$ cat src/rtl/game_pkg.sv
// Shared screen geometry and sprite-controller types for the game datapath.
package game_pkg;

    localparam int unsigned SCREEN_W   = 1024;
    localparam int unsigned SCREEN_H   = 768;
    localparam int unsigned TOM_WIDTH  = 64;
    localparam int unsigned TOM_HEIGHT = 64;

    typedef enum logic [1:0] {
        GROUND = 2'd0,
        RISE   = 2'd1,
        FALL   = 2'd2
    } tom_state_t;

endpackage

$ cat src/rtl/rise_edge_det.sv
// Rising-edge detector: combinational pulse for same-edge use plus a registered copy.
module rise_edge_det (
    input  logic clk,
    input  logic rst,
    input  logic d,
    output logic rise,
    output logic rise_q
);

    logic d_q;

    always_ff @(posedge clk) begin
        if (rst) begin
            d_q    <= 1'b0;
            rise_q <= 1'b0;
        end else begin
            d_q    <= d;
            rise_q <= rise;
        end
    end

    assign rise = d & ~d_q;

endmodule

$ cat src/rtl/tom_move_ctl.sv
// Tom sprite motion controller: per-frame button sampling, horizontal clamp,
// and a ground/rise/fall jump machine with integer kinematics.
module tom_move_ctl
    import game_pkg::*;
#(
    parameter int unsigned X_INIT  = 100,
    parameter int unsigned X_MIN   = 0,
    parameter int unsigned X_MAX   = SCREEN_W - TOM_WIDTH,
    parameter int unsigned Y_MAX   = 400,
    parameter int unsigned STEP    = 4,
    parameter int unsigned JUMP_V0 = 16,
    parameter int unsigned GRAVITY = 1,
    parameter int unsigned V_MAX   = 31
) (
    input  logic       clk,
    input  logic       rst,
    input  logic       vblnk,
    input  logic       btn_left,
    input  logic       btn_right,
    input  logic       btn_jump,
    output logic [9:0] tom_x,
    output logic [9:0] tom_y,
    output logic       tom_dir,
    output tom_state_t tom_state,
    output logic       frame_tick
);

    localparam logic [10:0] XLO_11  = 11'(X_MIN + STEP);
    localparam logic [10:0] XMAX_11 = 11'(X_MAX);
    localparam logic [10:0] STEP_11 = 11'(STEP);
    localparam logic [10:0] YMAX_11 = 11'(Y_MAX);
    localparam logic [9:0]  XMIN_10 = 10'(X_MIN);
    localparam logic [9:0]  XMAX_10 = 10'(X_MAX);
    localparam logic [9:0]  STEP_10 = 10'(STEP);
    localparam logic [9:0]  YMAX_10 = 10'(Y_MAX);
    localparam logic [9:0]  V0_10   = 10'(JUMP_V0);
    localparam logic [5:0]  V1_6    = 6'(JUMP_V0 - GRAVITY);
    localparam logic [5:0]  G_6     = 6'(GRAVITY);
    localparam logic [6:0]  G_7     = 7'(GRAVITY);
    localparam logic [6:0]  VMAX_7  = 7'(V_MAX);

    logic       tick;
    logic       armed, armed_next;
    logic [5:0] vel, vel_next;
    logic [9:0] x_next, y_next;
    logic       dir_next;
    tom_state_t state_next;

    logic        launch;
    logic [10:0] rise_sum;
    logic        rise_top;
    logic [5:0]  rise_vel;
    logic [6:0]  fall_sum;
    logic [5:0]  fall_vn;
    logic        fall_land;

    rise_edge_det u_frame_edge (
        .clk    (clk),
        .rst    (rst),
        .d      (vblnk),
        .rise   (tick),
        .rise_q (frame_tick)
    );

    assign launch    = btn_jump & armed;
    assign rise_sum  = {1'b0, tom_y} + {5'b0, vel};
    assign rise_top  = (rise_sum >= YMAX_11);
    assign rise_vel  = (vel > G_6) ? vel - G_6 : '0;
    assign fall_sum  = {1'b0, vel} + G_7;
    assign fall_vn   = (fall_sum > VMAX_7) ? VMAX_7[5:0] : fall_sum[5:0];
    assign fall_land = ({1'b0, tom_y} <= {5'b0, fall_vn});

    always_ff @(posedge clk) begin
        if (rst) begin
            tom_state <= GROUND;
            tom_x     <= 10'(X_INIT);
            tom_y     <= '0;
            tom_dir   <= 1'b0;
            vel       <= '0;
            armed     <= 1'b0;
        end else begin
            tom_state <= state_next;
            tom_x     <= x_next;
            tom_y     <= y_next;
            tom_dir   <= dir_next;
            vel       <= vel_next;
            armed     <= armed_next;
        end
    end

    always_comb begin
        state_next = tom_state;
        if (tick) begin
            unique case (tom_state)
                GROUND:  if (launch) state_next = RISE;
                RISE:    if (rise_top || rise_vel == '0) state_next = FALL;
                FALL:    if (fall_land) state_next = GROUND;
                default: state_next = GROUND;
            endcase
        end
    end

    always_comb begin
        y_next     = tom_y;
        vel_next   = vel;
        armed_next = armed;
        if (tick) begin
            if (!btn_jump) armed_next = 1'b1;
            unique case (tom_state)
                GROUND: begin
                    if (launch) begin
                        y_next     = V0_10;
                        vel_next   = V1_6;
                        armed_next = 1'b0;
                    end else begin
                        y_next   = '0;
                        vel_next = '0;
                    end
                end
                RISE: begin
                    if (rise_top) begin
                        y_next   = YMAX_10;
                        vel_next = '0;
                    end else begin
                        y_next   = rise_sum[9:0];
                        vel_next = rise_vel;
                    end
                end
                FALL: begin
                    if (fall_land) begin
                        y_next   = '0;
                        vel_next = '0;
                    end else begin
                        y_next   = tom_y - {4'b0, fall_vn};
                        vel_next = fall_vn;
                    end
                end
                default: begin
                    y_next   = '0;
                    vel_next = '0;
                end
            endcase
        end
    end

    // Clamp tests are done on the unmoved 11-bit position so a step past 0 never wraps.
    always_comb begin
        x_next   = tom_x;
        dir_next = tom_dir;
        if (tick) begin
            if (btn_left && !btn_right) begin
                dir_next = 1'b1;
                x_next   = ({1'b0, tom_x} < XLO_11) ? XMIN_10 : tom_x - STEP_10;
            end else if (btn_right && !btn_left) begin
                dir_next = 1'b0;
                x_next   = ({1'b0, tom_x} + STEP_11 > XMAX_11) ? XMAX_10 : tom_x + STEP_10;
            end
        end
    end

endmodule

$ cat config.mk
export PLATFORM = sky130hd
export DESIGN_NAME = tom_move_ctl
export DESIGN_NICKNAME = d
export VERILOG_FILES = /design/src/rtl/game_pkg.sv /design/src/rtl/rise_edge_det.sv /design/src/rtl/tom_move_ctl.sv
export SDC_FILE = /design/constraint.sdc
export NUM_CORES = 1
export LEC_CHECK = 0
export BUFFER_PORTS_ARGS = -buffer_cell sky130_fd_sc_hd__buf_2
export CAP_MARGIN = 20
export CORE_ASPECT_RATIO = 0.7
export CORE_MARGIN = 2
export CORE_UTILIZATION = 25
export DETAILED_ROUTE_END_ITERATION = 6
export SLEW_MARGIN = 20
export SYNTH_ARGS = -nofsm -noshare
export SYNTH_HDL_FRONTEND = slang
export SYNTH_SLANG_ARGS = --single-unit
$ cat constraint.sdc
create_clock -name clk -period 4.2 [get_ports clk]
set_input_delay 1.26 -clock clk [delete_from_list [all_inputs] [get_ports clk]]
set_output_delay 1.26 -clock clk [all_outputs]
set_load 0.02 [all_outputs]
==> qor.yml, run 1 <==
status: "finished, final reports clean"
grt_setup_unrepaired: "no"
maxSlewViolCount: 0
ys.flop_type: "dfxtp_1"
synth_top_area_frac: 0.207
fmax_mhz: 260
power-per-cell-area_nw_per_um2: 238
clockBufferDepth: 2
critical_path_class: "flip-flop to flip-flop"
die_y_um: 94.1
final_cells: 564
worstSkewPairLatency_ns: 0.27
die-width_um: 133
dp_hpwl_um: 6660
cp-start-kind: "flip-flop"
grt_max_degree: 21
worstReg2RegStart: "vel[0]"
routedWlPerCell_um: 15.6
final_cell_mix: "nand2_1 (31), o21ai_0 (31), nor2_1 (29), dfxtp_1 (28)"
synth.distinct_cells: 63
drive_gt1_frac: 0.136
viasPerCell: 5.42
synthesis.area_um2: 2900
area_growth_pct: 13.1
ant_nets: 0
die-area_um2: 12500
initial_core_util: 0.259
final_nets: 438
synth_edf_count: 0
fin_ws_ns: 0.356
reg2regPathDepth: 15
cp_max_fo: 15
cts_tree: "built"
startpoint: "vel[0]"
gp_congestion: 0.894
drt-initial-drc-count: 272
yosysSeqAreaShare: 0.207
htree_levels: 2
holdWs_ns: 0.440
crit_path_end_kind: "flip-flop"
relSlewSlack: 0.463
maxCapViolCount: 0
wirelength_um: 8800
postSynthCellCount: 397
endpoint: "tom_y[5]"
max-vdd-ir-drop_mv: 0.139
numPlacedInstances: 557
worst_pin_slew_ns: 0.801
arrival_ns: 4.04
hold_violations: 0
io_buffers: 27
synthTopCellsByArea: "dfxtp_1 (21%), ha_1 (8.2%), o21ai_0 (5.4%)"
avgSynthCellArea_um2: 7.30
gr-total-overflow: 0
hp-class: "flip-flop to flip-flop"
r2r_slack_ns: 0.36
yosysWarnings: 0
grt_usage: 0.141
yosysTopAreaCell: "dfxtp_1"
cts_made_buffers: 5
ys_ff_latch: 30
num_rows: 32
grt_pass1_vias: 2689
cts-root-buf: "clkbuf_16"
skew_ns: 0.00511
ioPinCount: 30
antenna_found_initial: 0
period_needed_ns: 3.84
grt_first_pass_wirelength_um: 14000
finalSetupViolCount: 0
cts_num_sinks: 30
async_reset_ff_frac: 0
diodes: 0
core_um2: 11200
vias: 3057
first_pass_iters: 4
power_mw: 0.779
p_leak_nw: 1.26
drc: 0
tns_ns: 0
clkTransAtPathRegs_ns: 0.05
post-route-period-util: 0.915
rr_endpoint: "tom_y[5]"
dpl_worst_slack_ns: 0.199
crit_required_ns: 4.40
final cells by class:
class	instances	area, µm²
inverters	23	86.3
flip-flops and latches	30	603
well taps	153	191
fillers	1225	7900
clock buffers	7	133
multi-input cells	319	2090
repair buffers	32	173
metal layers:
metal	up-vias	part of all wire	GRT usage	routed length, µm
met5	-	0	0	0
met4	0	0.0084	0.0260	74
met3	6	0.10	0.0345	903
met2	130	0.39	0.194	3450
met1	1425	0.50	0.217	4370
li1	1496	-	-	-
stage by stage:
step            util  cell area [µm²]
3_3_place_gp   0.281             3140
2_1_floorplan      -             2900
6_report       0.293             3280
4_1_cts        0.293             3270
5_1_grt        0.293             3280
3_5_place_dp   0.281             3140
cell families after synthesis:
| family | count (synthesis) | synth area share |
|---|---|---|
| buf+inv | 49 | 0.0730 |
| fa+ha+maj | 21 | 0.0959 |
| other cells | 2 | 0.00259 |
| flops | 30 | 0.207 |
| mux | 4 | 0.0143 |
| compound gates | 126 | 0.296 |
| xor+xnor | 11 | 0.0333 |
| simple gates | 154 | 0.277 |
where the power goes:
group	total, mW	leakage, nW	internal [mW]	switching [mW]
Clock	0.339	0.0640	0.216	0.122
Combinational	0.126	0.950	0.0471	0.0791
Sequential	0.314	0.245	0.295	0.0198
Total	0.779	1.26	0.558	0.221
worst min path at each step:
stage,startpoint,endpoint,slack (ns),cells after the start
detailed placement,u_frame_edge.d_q,u_frame_edge.rise_q,0.43,1
finish,u_frame_edge.d_q,u_frame_edge.rise_q,0.44,1
global route,u_frame_edge.d_q,u_frame_edge.rise_q,0.47,1
global placement,u_frame_edge.d_q,u_frame_edge.rise_q,0.42,1
floorplan,u_frame_edge.d_q,u_frame_edge.rise_q,0.41,1
CTS,u_frame_edge.d_q,u_frame_edge.rise_q,0.43,1
worst max-delay path: stages (launching register included):
cell	delay (ns)
dfxtp_2	0.45
inv_1	0.09
ha_1	0.35
nor3b_1	0.17
nand4_1	0.12
and3_1	0.31
nor2b_1	0.25
inv_1	0.09
fa_1	0.42
nand2b_1	0.17
a21oi_1	0.23
nor4_1	0.08
a211o_2	0.45
nand2b_1	0.30
a2bb2oi_1	0.18
o21ai_0	0.09
sequential cells by signal, indices dropped and copies added (netlist names):
register,flops
tom_y,10
tom_x,8
vel,6
tom_state,2
armed,1
tom_dir,1
u_frame_edge.d_q,1
u_frame_edge.rise_q,1
Yosys cell counts (3+ instances only):
| library cell | count |
|---|---|
| ha_1 | 19 |
| mux2i_1 | 3 |
| nor2b_1 | 9 |
| nand3_1 | 17 |
| a31oi_1 | 9 |
| and3_1 | 4 |
| nand2b_1 | 9 |
| nor4_1 | 8 |
| o31ai_1 | 4 |
| nor2_1 | 29 |
| nand2_1 | 31 |
| nand4_1 | 8 |
| a21o_1 | 4 |
| xnor2_1 | 7 |
| a21oi_1 | 27 |
| o221ai_1 | 6 |
| o21a_1 | 3 |
| nand3b_1 | 4 |
| clkbuf_1 | 20 |
| nor3_1 | 18 |
| o221a_2 | 3 |
| buf_4 | 3 |
| o211ai_1 | 3 |
| and2_1 | 4 |
| o21ai_0 | 31 |
| a211o_1 | 3 |
| a211oi_1 | 7 |
| dfxtp_1 | 30 |
| xor2_1 | 4 |
| inv_1 | 23 |
| nor3b_1 | 3 |
what timing repair did:
| item | in CTS | in global routing |
|---|---|---|
| gates resized for setup | 0 | 3 |
| buffers inserted | 0 | 0 |
| hold endpoints to repair | 0 | 0 |
| hold buffers | 0 | 0 |
| endpoints found under the setup margin | 0 | 12 |
No activity file was read; power rests on OpenSTA's default activity.
==> run 2: changes to the inputs <==
--- a/config.mk
+++ b/config.mk
@@ -11,6 +11,8 @@
 export CORE_MARGIN = 2
 export CORE_UTILIZATION = 25
 export DETAILED_ROUTE_END_ITERATION = 6
+export PLACE_DENSITY = 0.49
+export RECOVER_POWER = 100
 export SLEW_MARGIN = 20
 export SYNTH_ARGS = -nofsm -noshare
 export SYNTH_HDL_FRONTEND = slang
==> run 2 against run 1 <==
  * Register-to-register slack lost 0.04 ns
  * Clock power rose by 8.0%
  * Die area unchanged
  * Worst setup slack got worse by 0.042 ns
  * Largest cell class unchanged
  * Highest routed layer unchanged
==> qor.yml, run 2 (synthesized netlist as in run 1, its figures left out) <==
swShare: 0.285
clkTransAtPathRegs_ns: 0.06
wirelength_um: 8930
initial_core_util: 0.259
gr-total-overflow: 0
period_needed_ns: 3.89
largest_reg_flops: 10
ant_nets: 0
fillers: 1218
cts-resized-gates: 0
status: "finished, final reports clean"
area_growth_pct: 12.7
tns_ns: 0
p_comb_frac: 0.157
grt_usage: 0.145
holdCritStartpoint: "u_frame_edge.d_q"
die-width_um: 133
drc: 0
cp_max_fo: 15
diodes: 0
ioPinCount: 30
cts_tree: "built"
post-route-period-util: 0.925
finalSetupViolCount: 0
final_common_cell: "o21ai_0"
cts-root-buf: "clkbuf_16"
dpl-instance-area_um2: 3160
max-vdd-ir-drop_mv: 0.206
clockBufferDepth: 2
core_um2: 11200
drive_gt1_frac: 0.0795
grt_setup_unrepaired: "no"
grt_first_pass_wirelength_um: 14500
io_buffers: 27
routedWlPerCell_um: 15.7
first_pass_iters: 5
hp-class: "flip-flop to flip-flop"
worstSkewPairLatency_ns: 0.27
cp_slowest_stage_delay_ns: 0.48
maxCapViolCount: 0
hold_violations: 0
dp_hpwl_um: 6740
vias: 3068
cts_num_sinks: 30
p_leak_nw: 1.19
crit_required_ns: 4.40
startpoint: "vel[1]"
final_cell_mix: "o21ai_0 (32), nand2_1 (31), dfxtp_1 (30), nor2_1 (29), a21oi_1 (27)"
final_cell_area_um2: 3270
crit_slowest_cell: "dfxtp_1"
htree_levels: 2
p_sw_mw: 0.230
seqPwrFrac: 0.388
dpl_worst_slack_ns: 0.332
arrival_ns: 4.09
maxSlewViolCount: 0
worstReg2RegStart: "vel[1]"
crit_path_end_kind: "flip-flop"
gp_congestion: 0.891
multi_input_comb_area_um2: 2080
p_clk_frac: 0.455
final_nets: 441
grt_max_degree: 21
drt-initial-drc-count: 264
internal_power_mw: 0.575
die-area_um2: 12500
r2r_slack_ns: 0.31
regMostFlops: "tom_y"
viasPerCell: 5.40
fin_ws_ns: 0.314
relSlewSlack: 0.340
grt_pass1_vias: 2723
num_rows: 32
worst_pin_slew_ns: 0.982
reg_top3: "tom_y x10, tom_x x8, vel x6"
skew_ns: 0.00882
cts_made_buffers: 5
fmax_mhz: 257
die_y_um: 94.1
cts_hold_buf: 0
cp-start-kind: "flip-flop"
worstPathCellList: "inv_1, ha_1, nor3b_1, nand4_1, and3_1, nor2b_1, inv_1, fa_1, nand2b_1, a21oi_1, nor4_1, a211o_2, nand2b_1, a2bb2oi_1, o21ai_0"
cts_setup_buffers: 0
critical_path_class: "flip-flop to flip-flop"
seqCellArea_um2: 601
power-per-cell-area_nw_per_um2: 246
antenna_found_initial: 0
run 2: changes by cell type in the layout (fill, tap and decap cells not counted), moves of 2 or more:
cell      delta
dfxtp_2      -2
buf_4        +2
dfxtp_1      +2
clkbuf_1    +24
buf_2       -24
run 2: area by class of cell:
cell class,count,share of cell area
inverters,23,0.0264
clock inverters,1,0.00153
multi-input cells,319,0.636
clock buffers,7,0.0437
repair buffers,35,0.0494
flip-flops and latches,30,0.184
well taps,153,0.0586
run 2: worst paths after layout:
path / end / depth (start not counted)
worst max-delay path: tom_y[5] / 15
worst min-delay path: u_frame_edge.rise_q / 1
worst max register to register: tom_y[5] / 15
worst min register to register: u_frame_edge.rise_q / 1
run 2: layer usage:
layer | track usage | wire (µm) | vias to the layer above | share of wire
li1 | - | - | 1504 | -
met3 | 0.0329 | 838 | 6 | 0.094
met2 | 0.194 | 3450 | 141 | 0.39
met1 | 0.227 | 4550 | 1417 | 0.51
met5 | 0 | 0 | - | 0
met4 | 0.0358 | 95 | 0 | 0.011
run 2: power by group through the flow:
stage | registers, mW | logic, mW | clock network (mW)
2_1_floorplan | 0.317 | 0.0909 | 0
3_3_place_gp | 0.318 | 0.127 | 0
3_5_place_dp | 0.318 | 0.128 | 0
4_1_cts | 0.312 | 0.128 | 0.374
5_1_grt | 0.315 | 0.141 | 0.387
6_report | 0.313 | 0.126 | 0.366
run 2: critical path, delay by kind of cell (launching register included):
kind | cells | cell delay [ns]
AO/OA/AOI/OAI | 4 | 0.96
adder cells (fa/ha/maj) | 2 | 0.77
flip-flops | 1 | 0.48
AND/OR/NAND/NOR | 7 | 1.41
buffers and inverters | 2 | 0.20
run 2: per-stage QoR:
step | hold slack (ns) | std cells | total power [mW] | utilization
final | 0.437 | 568 | 0.805 | 0.292
after global routing | 0.477 | 568 | 0.842 | 0.292
after CTS | 0.439 | 568 | 0.814 | 0.296
after detailed placement | 0.434 | 560 | 0.445 | 0.283
after global placement | 0.419 | 560 | 0.445 | 0.283
after floorplan | 0.406 | 398 | 0.408 | -
==> run 3: changes to the inputs <==
--- a/config.mk
+++ b/config.mk
@@ -7,11 +7,13 @@
 export LEC_CHECK = 0
 export BUFFER_PORTS_ARGS = -buffer_cell sky130_fd_sc_hd__buf_2
 export CAP_MARGIN = 20
+export CELL_PAD_IN_SITES_DETAIL_PLACEMENT = 1
+export CELL_PAD_IN_SITES_GLOBAL_PLACEMENT = 1
 export CORE_ASPECT_RATIO = 0.7
 export CORE_MARGIN = 2
 export CORE_UTILIZATION = 25
 export DETAILED_ROUTE_END_ITERATION = 6
-export PLACE_DENSITY = 0.49
+export PLACE_DENSITY = 0.6
 export RECOVER_POWER = 100
 export SLEW_MARGIN = 20
 export SYNTH_ARGS = -nofsm -noshare
==> run 3 against run 2 <==
  * First-iteration DRC count is 32% lower
  * Sequential share of layout area hardly changed
  * Final cell count is 0.35% lower
  * Core utilization is 0.067 points higher
  * Clock skew is 0.0025 ns lower
  * Worst setup slack better by 0.048 ns
  * Critical endpoint unchanged
  * Fmax is 1.3% higher
  * Combinational power hardly changed
  * Largest power group unchanged
  * Clock-buffer cell count is 2 lower
  * Highest routed layer unchanged
==> qor.yml, run 3 (synthesized netlist as in run 1, its figures left out) <==
cp_slowest_stage_delay_ns: 0.45
seqPwrFrac: 0.368
clkTransAtPathRegs_ns: 0.06
maxCapViolCount: 0
drive_gt1_frac: 0.0823
cts_made_buffers: 5
largest_reg_flops: 10
cp_num_buf_inv: 2
post-route-period-util: 0.914
max-vdd-ir-drop_mv: 0.179
routedWlPerCell_um: 17.5
status: "finished, final reports clean"
ioPinCount: 30
area_growth_pct: 13.0
gp_congestion: 0.850
grt_max_degree: 21
skew_ns: 0.00627
swShare: 0.278
dp_hpwl_um: 7590
die_y_um: 94.1
num_rows: 32
die-width_um: 133
critPathTopFamily: "simple AND/OR/NAND/NOR gates"
die-area_um2: 12500
worstPathCellList: "inv_1, ha_1, nor3b_1, nand4_1, and3_1, nor2b_1, inv_1, fa_1, nand2b_1, a21oi_1, nor4_1, a211o_2, nand2b_1, a2bb2oi_1, o21ai_0"
worst_pin_slew_ns: 0.762
hp-class: "flip-flop to flip-flop"
reg_top3: "tom_y x10, tom_x x8, vel x6"
drt-initial-drc-count: 179
r2r_slack_ns: 0.36
arrival_ns: 4.04
cts_setup_buffers: 0
regMostFlops: "tom_y"
p_clk_frac: 0.484
power_mw: 0.854
ant_nets: 0
tns_ns: 0
p_sw_mw: 0.237
grt_first_pass_wirelength_um: 16200
critical_path_class: "flip-flop to flip-flop"
cts_tree: "built"
maxSlewViolCount: 0
hold_violations: 0
gr-total-overflow: 0
power-per-cell-area_nw_per_um2: 261
cp_max_fo: 15
wirelength_um: 9890
viasPerCell: 5.45
period_needed_ns: 3.84
core_um2: 11200
clockBufferDepth: 2
relSlewSlack: 0.492
cp-start-kind: "flip-flop"
vias: 3087
antenna_found_initial: 0
drc: 0
fmax_mhz: 261
crit_required_ns: 4.40
final_nets: 439
grt_setup_unrepaired: "no"
grt_usage: 0.165
p_comb_frac: 0.149
crit_path_end_kind: "flip-flop"
cts-root-buf: "clkbuf_16"
htree_levels: 2
grt_pass1_vias: 3005
final_util: 0.293
internal_power_mw: 0.617
p_leak_nw: 1.19
crit_slowest_cell: "a211o_2"
cts_num_sinks: 30
initial_core_util: 0.259
final_common_cell: "o21ai_0"
first_pass_iters: 4
worstSkewPairLatency_ns: 0.28
diodes: 0
io_buffers: 27
finalSetupViolCount: 0
final_cell_mix: "o21ai_0 (32), nand2_1 (31), nor2_1 (29), dfxtp_1 (29), a21oi_1 (27)"
## run 3: changes by cell type in the layout (fill, tap and decap cells not counted)
cell,before,now
clkbuf_1,26,24
dfxtp_1,30,29
dfxtp_2,0,1
clkinv_2,1,2
buf_4,7,6
bufinv_16,0,1
clkbuf_8,1,0
## run 3: cell type report
type,count,area (µm²)
clock buffer,5,125
clock inverter,3,40.0
fill,1385,7900
inverter,23,86.3
multi-input combinational,319,2080
sequential,30,602
tap,153,191
timing repair buffer,33,150
## run 3: repair_timing
| action | 4_1_cts | 5_1_grt |
|---|---|---|
| hold endpoints to repair | 0 | 0 |
| resized for setup | 0 | 2 |
| hold buffers | 0 | 0 |
| endpoints found under the setup margin | 0 | 12 |
## run 3: worst paths after layout
check / from / endpoint / depth (start not counted)
setup / recovery: vel[0] / tom_y[5] / 15
hold / removal: u_frame_edge.d_q / u_frame_edge.rise_q / 1
setup reg to reg: vel[0] / tom_y[5] / 15
hold reg to reg: u_frame_edge.d_q / u_frame_edge.rise_q / 1
## run 3: per-stage QoR
stage / hold slack [ns] / worst slack (ns) / instance area, µm² / std cells
after detailed placement: 0.423 / 0.173 / 3150 / 558
final: 0.426 / 0.362 / 3270 / 566
after global routing: 0.449 / 0.00745 / 3270 / 566
after CTS: 0.431 / 0.153 / 3310 / 566
after global placement: 0.415 / 0.409 / 3150 / 558
after floorplan: 0.406 / 0.519 / 2900 / 398
## run 3: power by group through the flow
stage                     Clock, mW  Combinational (mW)  Sequential [mW]
after global routing          0.434               0.143            0.316
after CTS                     0.419               0.129            0.313
after floorplan                   0              0.0909            0.317
after global placement            0               0.127            0.318
after detailed placement          0               0.129            0.319
final                         0.413               0.127            0.314
## run 3: routing by layer
layer  track usage  share of wire  vias up  wire [µm]
met1         0.260           0.54     1505       5320
met2         0.232           0.39       78       3870
li1              -              -     1498          -
met4        0.0278         0.0075        0         74
met5             0              0        -          0
met3        0.0254          0.064        6        631
